===== src/rtl/param_hash_engine_if.sv =====
// Pixel stream, hash result and batch control signals of param_hash_engine.
// The engine uses the slave modport; the driving/consuming side uses master.
interface param_hash_engine_if #(
    parameter int PIX_W = 8,
    parameter int NPIX  = 256,
    parameter int LANES = 4,
    parameter int IDX_W = 16
);
    logic                   start;
    logic [IDX_W-1:0]       num_images;
    logic                   hash_mode;
    logic [IDX_W-1:0]       image_header;
    logic [LANES*PIX_W-1:0] pix_data;
    logic                   pix_valid;
    logic                   pix_ready;
    logic [NPIX-1:0]        hash_value;
    logic [IDX_W-1:0]       image_index_output;
    logic                   hash_valid;
    logic                   hash_ready;
    logic                   busy;
    logic                   hash_calc_done;

    modport slave (
        input  start, num_images, hash_mode, image_header, pix_data, pix_valid, hash_ready,
        output pix_ready, hash_value, image_index_output, hash_valid, busy, hash_calc_done
    );

    modport master (
        output start, num_images, hash_mode, image_header, pix_data, pix_valid, hash_ready,
        input  pix_ready, hash_value, image_index_output, hash_valid, busy, hash_calc_done
    );
endinterface


===== src/rtl/param_hash_engine.sv =====
// Perceptual image hash engine: buffers one image of NPIX pixels, then emits an
// average hash (pixel > mean) or difference hash (pixel > next pixel) per image.
module param_hash_engine #(
    parameter int PIX_W = 8,
    parameter int NPIX  = 256,
    parameter int LANES = 4,
    parameter int IDX_W = 16
) (
    input  logic                clk,
    input  logic                reset,
    param_hash_engine_if.slave  bus
);
    localparam int LOG_NPIX = $clog2(NPIX);
    localparam int BEATS    = NPIX / LANES;
    localparam int BEAT_W   = (BEATS > 1) ? $clog2(BEATS) : 1;
    localparam int SUM_W    = PIX_W + LOG_NPIX;
    localparam logic [BEAT_W-1:0] LAST_BEAT = BEAT_W'(BEATS - 1);

    typedef enum logic [2:0] {IDLE, LOAD, COMPARE, OUTPUT, DONE} state_t;

    state_t              state, state_nxt;
    logic [PIX_W-1:0]    pix_buf [NPIX];
    logic [BEAT_W-1:0]   cnt;
    logic [SUM_W-1:0]    sum;
    logic [SUM_W-1:0]    beat_sum;
    logic [PIX_W-1:0]    mean;
    logic [IDX_W-1:0]    img_cnt, num_q, hdr_q, idx_q;
    logic                mode_q, valid_q;
    logic [NPIX-1:0]     hash_q;
    logic                beat_fire, hash_fire;
    logic [LOG_NPIX-1:0] lane_idx [LANES];
    logic [LOG_NPIX-1:0] nbr_idx  [LANES];
    logic [LANES-1:0]    lane_bits;

    assign beat_fire = bus.pix_valid && (state == LOAD);
    assign hash_fire = valid_q && bus.hash_ready;
    assign mean      = PIX_W'(sum >> LOG_NPIX);

    always_comb begin
        beat_sum = '0;
        for (int unsigned k = 0; k < LANES; k++)
            beat_sum = beat_sum + SUM_W'(bus.pix_data[k*PIX_W +: PIX_W]);
    end

    // One counter serves as beat index in LOAD and lane-group index in COMPARE.
    always_comb begin
        lane_idx  = '{default: '0};
        nbr_idx   = '{default: '0};
        lane_bits = '0;
        for (int unsigned k = 0; k < LANES; k++) begin
            lane_idx[k]  = LOG_NPIX'(cnt) * LOG_NPIX'(LANES) + LOG_NPIX'(k);
            nbr_idx[k]   = lane_idx[k] + LOG_NPIX'(1);
            lane_bits[k] = mode_q ? (pix_buf[lane_idx[k]] > pix_buf[nbr_idx[k]])
                                  : (pix_buf[lane_idx[k]] > mean);
        end
    end

    always_comb begin
        state_nxt = state;
        unique case (state)
            IDLE:    if (bus.start) state_nxt = (bus.num_images == '0) ? DONE : LOAD;
            LOAD:    if (beat_fire && cnt == LAST_BEAT) state_nxt = COMPARE;
            COMPARE: if (cnt == LAST_BEAT) state_nxt = OUTPUT;
            OUTPUT:  if (hash_fire) state_nxt = (img_cnt + IDX_W'(1) == num_q) ? DONE : LOAD;
            DONE:    state_nxt = IDLE;
            default: state_nxt = IDLE;
        endcase
    end

    always_ff @(posedge clk or negedge reset) begin
        if (!reset) begin
            state   <= IDLE;
            cnt     <= '0;
            sum     <= '0;
            img_cnt <= '0;
            num_q   <= '0;
            hdr_q   <= '0;
            idx_q   <= '0;
            mode_q  <= 1'b0;
            valid_q <= 1'b0;
            hash_q  <= '0;
        end else begin
            state <= state_nxt;
            // hash_valid rises one cycle after OUTPUT is entered
            valid_q <= (state == OUTPUT) && !hash_fire;
            if (state_nxt != state)
                cnt <= '0;
            else if (beat_fire || state == COMPARE)
                cnt <= cnt + BEAT_W'(1);
            if (state == IDLE && bus.start) begin
                num_q   <= bus.num_images;
                img_cnt <= '0;
            end
            if (state != LOAD && state_nxt == LOAD)
                sum <= '0;
            if (beat_fire) begin
                sum <= sum + beat_sum;
                if (cnt == '0) begin
                    hdr_q  <= bus.image_header;
                    mode_q <= bus.hash_mode;
                end
            end
            if (state == COMPARE) begin
                for (int unsigned k = 0; k < LANES; k++)
                    hash_q[lane_idx[k]] <= lane_bits[k];
                if (state_nxt == OUTPUT)
                    idx_q <= hdr_q;
            end
            if (hash_fire)
                img_cnt <= img_cnt + IDX_W'(1);
        end
    end

    always_ff @(posedge clk) begin
        if (beat_fire)
            for (int unsigned k = 0; k < LANES; k++)
                pix_buf[lane_idx[k]] <= bus.pix_data[k*PIX_W +: PIX_W];
    end

    assign bus.pix_ready          = (state == LOAD);
    assign bus.hash_valid         = valid_q;
    assign bus.hash_value         = hash_q;
    assign bus.image_index_output = idx_q;
    assign bus.busy               = (state != IDLE);
    assign bus.hash_calc_done     = (state == DONE);
endmodule


===== src/flat_wrapper.sv =====
// flat-port wrapper written by rule: the top's interface ports become plain ports
module param_hash_engine_flat 
#(
    parameter int PIX_W = 8,
    parameter int NPIX  = 256,
    parameter int LANES = 4,
    parameter int IDX_W = 16
)
  (clk, reset, bus_start, bus_num_images, bus_hash_mode, bus_image_header, bus_pix_data, bus_pix_valid, bus_hash_ready, bus_pix_ready, bus_hash_value, bus_image_index_output, bus_hash_valid, bus_busy, bus_hash_calc_done);
  param_hash_engine_if #(.PIX_W(PIX_W), .NPIX(NPIX), .LANES(LANES), .IDX_W(IDX_W)) bus_i ();
  input  logic clk;
  input  logic reset;
  input wire logic [$bits(bus_i.start)-1:0] bus_start;
  input wire logic [$bits(bus_i.num_images)-1:0] bus_num_images;
  input wire logic [$bits(bus_i.hash_mode)-1:0] bus_hash_mode;
  input wire logic [$bits(bus_i.image_header)-1:0] bus_image_header;
  input wire logic [$bits(bus_i.pix_data)-1:0] bus_pix_data;
  input wire logic [$bits(bus_i.pix_valid)-1:0] bus_pix_valid;
  input wire logic [$bits(bus_i.hash_ready)-1:0] bus_hash_ready;
  output wire logic [$bits(bus_i.pix_ready)-1:0] bus_pix_ready;
  output wire logic [$bits(bus_i.hash_value)-1:0] bus_hash_value;
  output wire logic [$bits(bus_i.image_index_output)-1:0] bus_image_index_output;
  output wire logic [$bits(bus_i.hash_valid)-1:0] bus_hash_valid;
  output wire logic [$bits(bus_i.busy)-1:0] bus_busy;
  output wire logic [$bits(bus_i.hash_calc_done)-1:0] bus_hash_calc_done;
  assign bus_i.start = bus_start;
  assign bus_i.num_images = bus_num_images;
  assign bus_i.hash_mode = bus_hash_mode;
  assign bus_i.image_header = bus_image_header;
  assign bus_i.pix_data = bus_pix_data;
  assign bus_i.pix_valid = bus_pix_valid;
  assign bus_i.hash_ready = bus_hash_ready;
  assign bus_pix_ready = bus_i.pix_ready;
  assign bus_hash_value = bus_i.hash_value;
  assign bus_image_index_output = bus_i.image_index_output;
  assign bus_hash_valid = bus_i.hash_valid;
  assign bus_busy = bus_i.busy;
  assign bus_hash_calc_done = bus_i.hash_calc_done;
  param_hash_engine #(.PIX_W(PIX_W), .NPIX(NPIX), .LANES(LANES), .IDX_W(IDX_W)) u_core (.clk(clk), .reset(reset), .bus(bus_i));
endmodule

===== config.mk =====
export PLATFORM = sky130hd
export DESIGN_NAME = param_hash_engine_flat
export DESIGN_NICKNAME = d
export VERILOG_FILES = /design/src/rtl/param_hash_engine_if.sv /design/src/rtl/param_hash_engine.sv /design/src/flat_wrapper.sv
export SDC_FILE = /design/constraint.sdc
export NUM_CORES = 2
export LEC_CHECK = 0
export BUFFER_PORTS_ARGS = -buffer_cell sky130_fd_sc_hd__buf_2
export CAP_MARGIN = 20
export CORE_ASPECT_RATIO = 0.75
export CORE_MARGIN = 5
export CORE_UTILIZATION = 45
export DETAILED_ROUTE_END_ITERATION = 8
export PLACE_DENSITY = 0.65
export SKIP_LAST_GASP = 1
export SLEW_MARGIN = 20
export SYNTH_ARGS = -nofsm -noshare
export SYNTH_HDL_FRONTEND = slang
export SYNTH_SLANG_ARGS = --single-unit

===== constraint.sdc =====
create_clock -name clk -period 6 [get_ports clk]
set_clock_uncertainty 0.05 [all_clocks]
set_input_delay 1.2 -clock clk [delete_from_list [all_inputs] [get_ports clk]]
set_output_delay 1.2 -clock clk [all_outputs]
set_load 0.01 [all_outputs]

==> reports/results.txt <==
outcome: completed
Max Cap Violations: 0
layout cells sized above 1: 20.7%
Yosys top cell by area: edfxtp_1
starting density of the core: 45.2%
leakage power: 36.9 nW
PortBufs: 345
worst skew pair latency: 0.88 ns
DP Wirelength: 199,000 microns
TritonCTS clock tree: built
Avg Inst Size Synth: 16.6 sq um
global-route wire length before repair: 445,000 microns
Syn Nets: 5,848
post-cts hold buffer count: 0
asr flop ratio synth: 14.5%
chip height: 406 microns
RSZ-0062 raised after global routing: no
Root Buffer: clkbuf_16
Slew @ Worst Pin: 1.19 ns
Setup CP Type: reg2reg
peak supply drop: 0.766 mV
worst slack, placed: 0.212 ns
register area share after synthesis: 74.6%
#FFs+latches synth: 2,395
Core ar.: 208,000 sq um
Synth Flop Type: edfxtp_1
Final Cycle Share: 92.5%
vias per cell: 6.65
clock slew at reported path FFs: 0.06 ns
Critical Path Fanout Max: 64
IO Pins: 346
fillcell total: 16,700
die area: 218,000 sq um
Post-synth EDFFs: 2,048
area of the multi-input gates: 22,700 sq um
Seq. cell area: 70,200 sq um
final antenna-violating net count: 0
via count: 61,100
fmax: 0.180 GHz
grt total ovfl: 0
top cells by area, synth: edfxtp_1 65%, dfrtp_1 9.2%, a22oi_1 6.6%
Final GP Congestion: 0.943
largest net degree at the start of global routing: 122
WL per Instance: 35.0 microns
minimum clock period: 5.55 ns
Die Wd: 538 microns
DR pass1 iterations: 6
Slew HR: 19.8%
CP Data Required Time: 6.64 ns
startpoint types: flop
crit path capture type: flop
Reg2Reg Setup Slack: 0.45 ns
sum of negative setup slack: 0 ns
initial antenna violation count: 22
Post-CTS Repair Setup Buffers: 0
Clock Sinks: 2,395
Slew Limit Fails: 0
Hold Path Class: in2async
FP Rows: 145
# nets final: 6,379
Hold Fails Final Rpt: 0
Syn Inst Count: 5,670
H-Tree Depth: 4
CTS Buf Count: 217
drt total wl: 322,000 microns
Max Root-Sink Buffers: 4
area delta synth->final: 15.5%
share of the synthesized area in the top cell type: 65.4%
post-synth cell types: 73
GR Util All Layers: 28.7%
vias in the first global route: 57,000
post-CTS sizing: 0
P per Cell Area: 503 nW/um^2
Final Worst Setup Slack: 0.450 ns
Synth Cell Area: 94,100 sq um
Setup Viol. Count Final: 0
crit path DAT: 6.19 ns
initial drt markers: 10,500
Syn. warnings: 0
DR DRC count: 0
==> per-stage QoR <==
stage | hold slack [ns] | instance area, sq um | utilization (%) | power [W] | std cells
after floorplan | 0.420 | 94100 | - | 0.0310 | 5670
after global placement | 0.408 | 102000 | 48.8 | 0.0404 | 8771
after detailed placement | 0.415 | 102000 | 48.9 | 0.0407 | 8775
after CTS | 0.416 | 109000 | 52.2 | 0.0542 | 9169
after global routing | 0.443 | 109000 | 52.2 | 0.0564 | 9177
final | 0.391 | 109000 | 52.2 | 0.0547 | 9193
==> power by group <==
part	leakage, nW	total, W	internal (W)	switching (W)
registers	23.2	0.0192	0.0188	0.000384
logic	10.4	0.0218	0.00772	0.0141
clock network	3.37	0.0137	0.00761	0.00609
total	36.9	0.0547	0.0341	0.0206
==> synthesized netlist by cell type (85+ instances only) <==
| cell type | count |
|---|---|
| edfxtp_1 | 2048 |
| a22oi_1 | 826 |
| nand2_1 | 372 |
| dfrtp_1 | 347 |
| o21ai_0 | 304 |
| mux4_2 | 168 |
| a22o_1 | 159 |
| clkbuf_1 | 151 |
| nand4_1 | 125 |
| buf_2 | 123 |
| a221oi_1 | 99 |
| ha_1 | 91 |
| buf_1 | 85 |
==> layout by cell type, fill, tap and decap left out, drive strengths merged, types with 13 or more instances in the layout <==
| cell type | n |
|---|---|
| edfxtp | 2048 |
| a22oi | 826 |
| buf | 676 |
| nand2 | 372 |
| dfrtp | 347 |
| o21ai | 305 |
| clkbuf | 282 |
| mux4 | 168 |
| a22o | 159 |
| nand4 | 127 |
| a221oi | 99 |
| ha | 91 |
| clkinv | 83 |
| a31oi | 74 |
| nor2 | 74 |
| inv | 73 |
| a41oi | 60 |
| nand3 | 59 |
| nor3 | 50 |
| mux2 | 49 |
| nor4 | 45 |
| or4 | 37 |
| a21oi | 36 |
| diode | 24 |
| a21o | 22 |
| xor2 | 21 |
| fa | 17 |
| bufinv | 16 |
| xnor2 | 16 |
| nor2b | 13 |
==> layout make-up <==
type	instances	share of cell area, %
multi-input combinational	2842	20.9
tap	2793	3.22
antenna	24	0.0553
sequential	2395	64.6
clock inverter	112	0.901
inverter	69	0.238
clock buffer	282	5.44
timing repair buffer	676	4.67
==> flip-flops by register name, indices dropped and copies added (netlist names) <==
signal	count
u_core.pix_buf	2048
u_core.bus.hash_value	256
u_core.bus.image_index_output	16
u_core.hdr_q	16
u_core.img_cnt	16
u_core.num_q	16
u_core.sum	16
u_core.cnt	6
u_core.state	3
u_core.bus.hash_valid	1
u_core.mode_q	1
==> worst max-delay path, cell delays in order, from the launching register on <==
cell and delay, ns:
dfrtp_4 0.66, inv_1 0.32, nor3_2 0.09, buf_12 0.18
buf_12 0.18, a22o_1 0.25, a221oi_1 0.22, a31oi_1 0.15
or4_1 0.77, nor4_1 0.75, ha_1 0.28, nor2b_1 0.05
o21a_1 0.16, o21a_1 0.17, o21bai_1 0.12, a211oi_1 0.12
a31oi_4 0.23, buf_12 0.28, o21ai_0 0.18
==> final timing paths <==
| kind | cells after the start | to | startpoint |
|---|---|---|---|
| worst max-delay path | 18 | u_core.bus.hash_value[87]$_DFFE_PN0P_ | u_core.cnt[0]$_DFFE_PN0P_ |
| worst min-delay path | 1 | u_core.hdr_q[11]$_DFFE_PN0P_ | reset |
| max in group asynchronous | 2 | u_core.bus.hash_value[37]$_DFFE_PN0P_ | reset |
| worst min register to register | 2 | u_core.bus.hash_value[231]$_DFFE_PN0P_ | u_core.bus.hash_value[231]$_DFFE_PN0P_ |
| min in group clk | 2 | u_core.bus.hash_value[231]$_DFFE_PN0P_ | u_core.bus.hash_value[231]$_DFFE_PN0P_ |
| worst max register to register | 18 | u_core.bus.hash_value[87]$_DFFE_PN0P_ | u_core.cnt[0]$_DFFE_PN0P_ |
==> routing by layer <==
metal / vias to the layer above / part of all wire (%) / GRT usage (%)
li1: 24400 / - / -
met1: 31200 / 39 / 41.6
met2: 4829 / 43 / 40.6
met3: 728 / 14 / 9.13
met4: 2 / 4.2 / 10.7
met5: - / 0.0053 / 0
==> cells by family after synthesis <==
kind of cell | synth area share (%)
DFF | 74.6
AOI/OAI and AO/OA | 12.6
and+or+nand+nor | 4.36
buffers and inverters | 1.91
muxes | 4.62
adders and majority gates | 1.57
xor gates and xnor gates | 0.344
(Power assumes the default switching activity.)
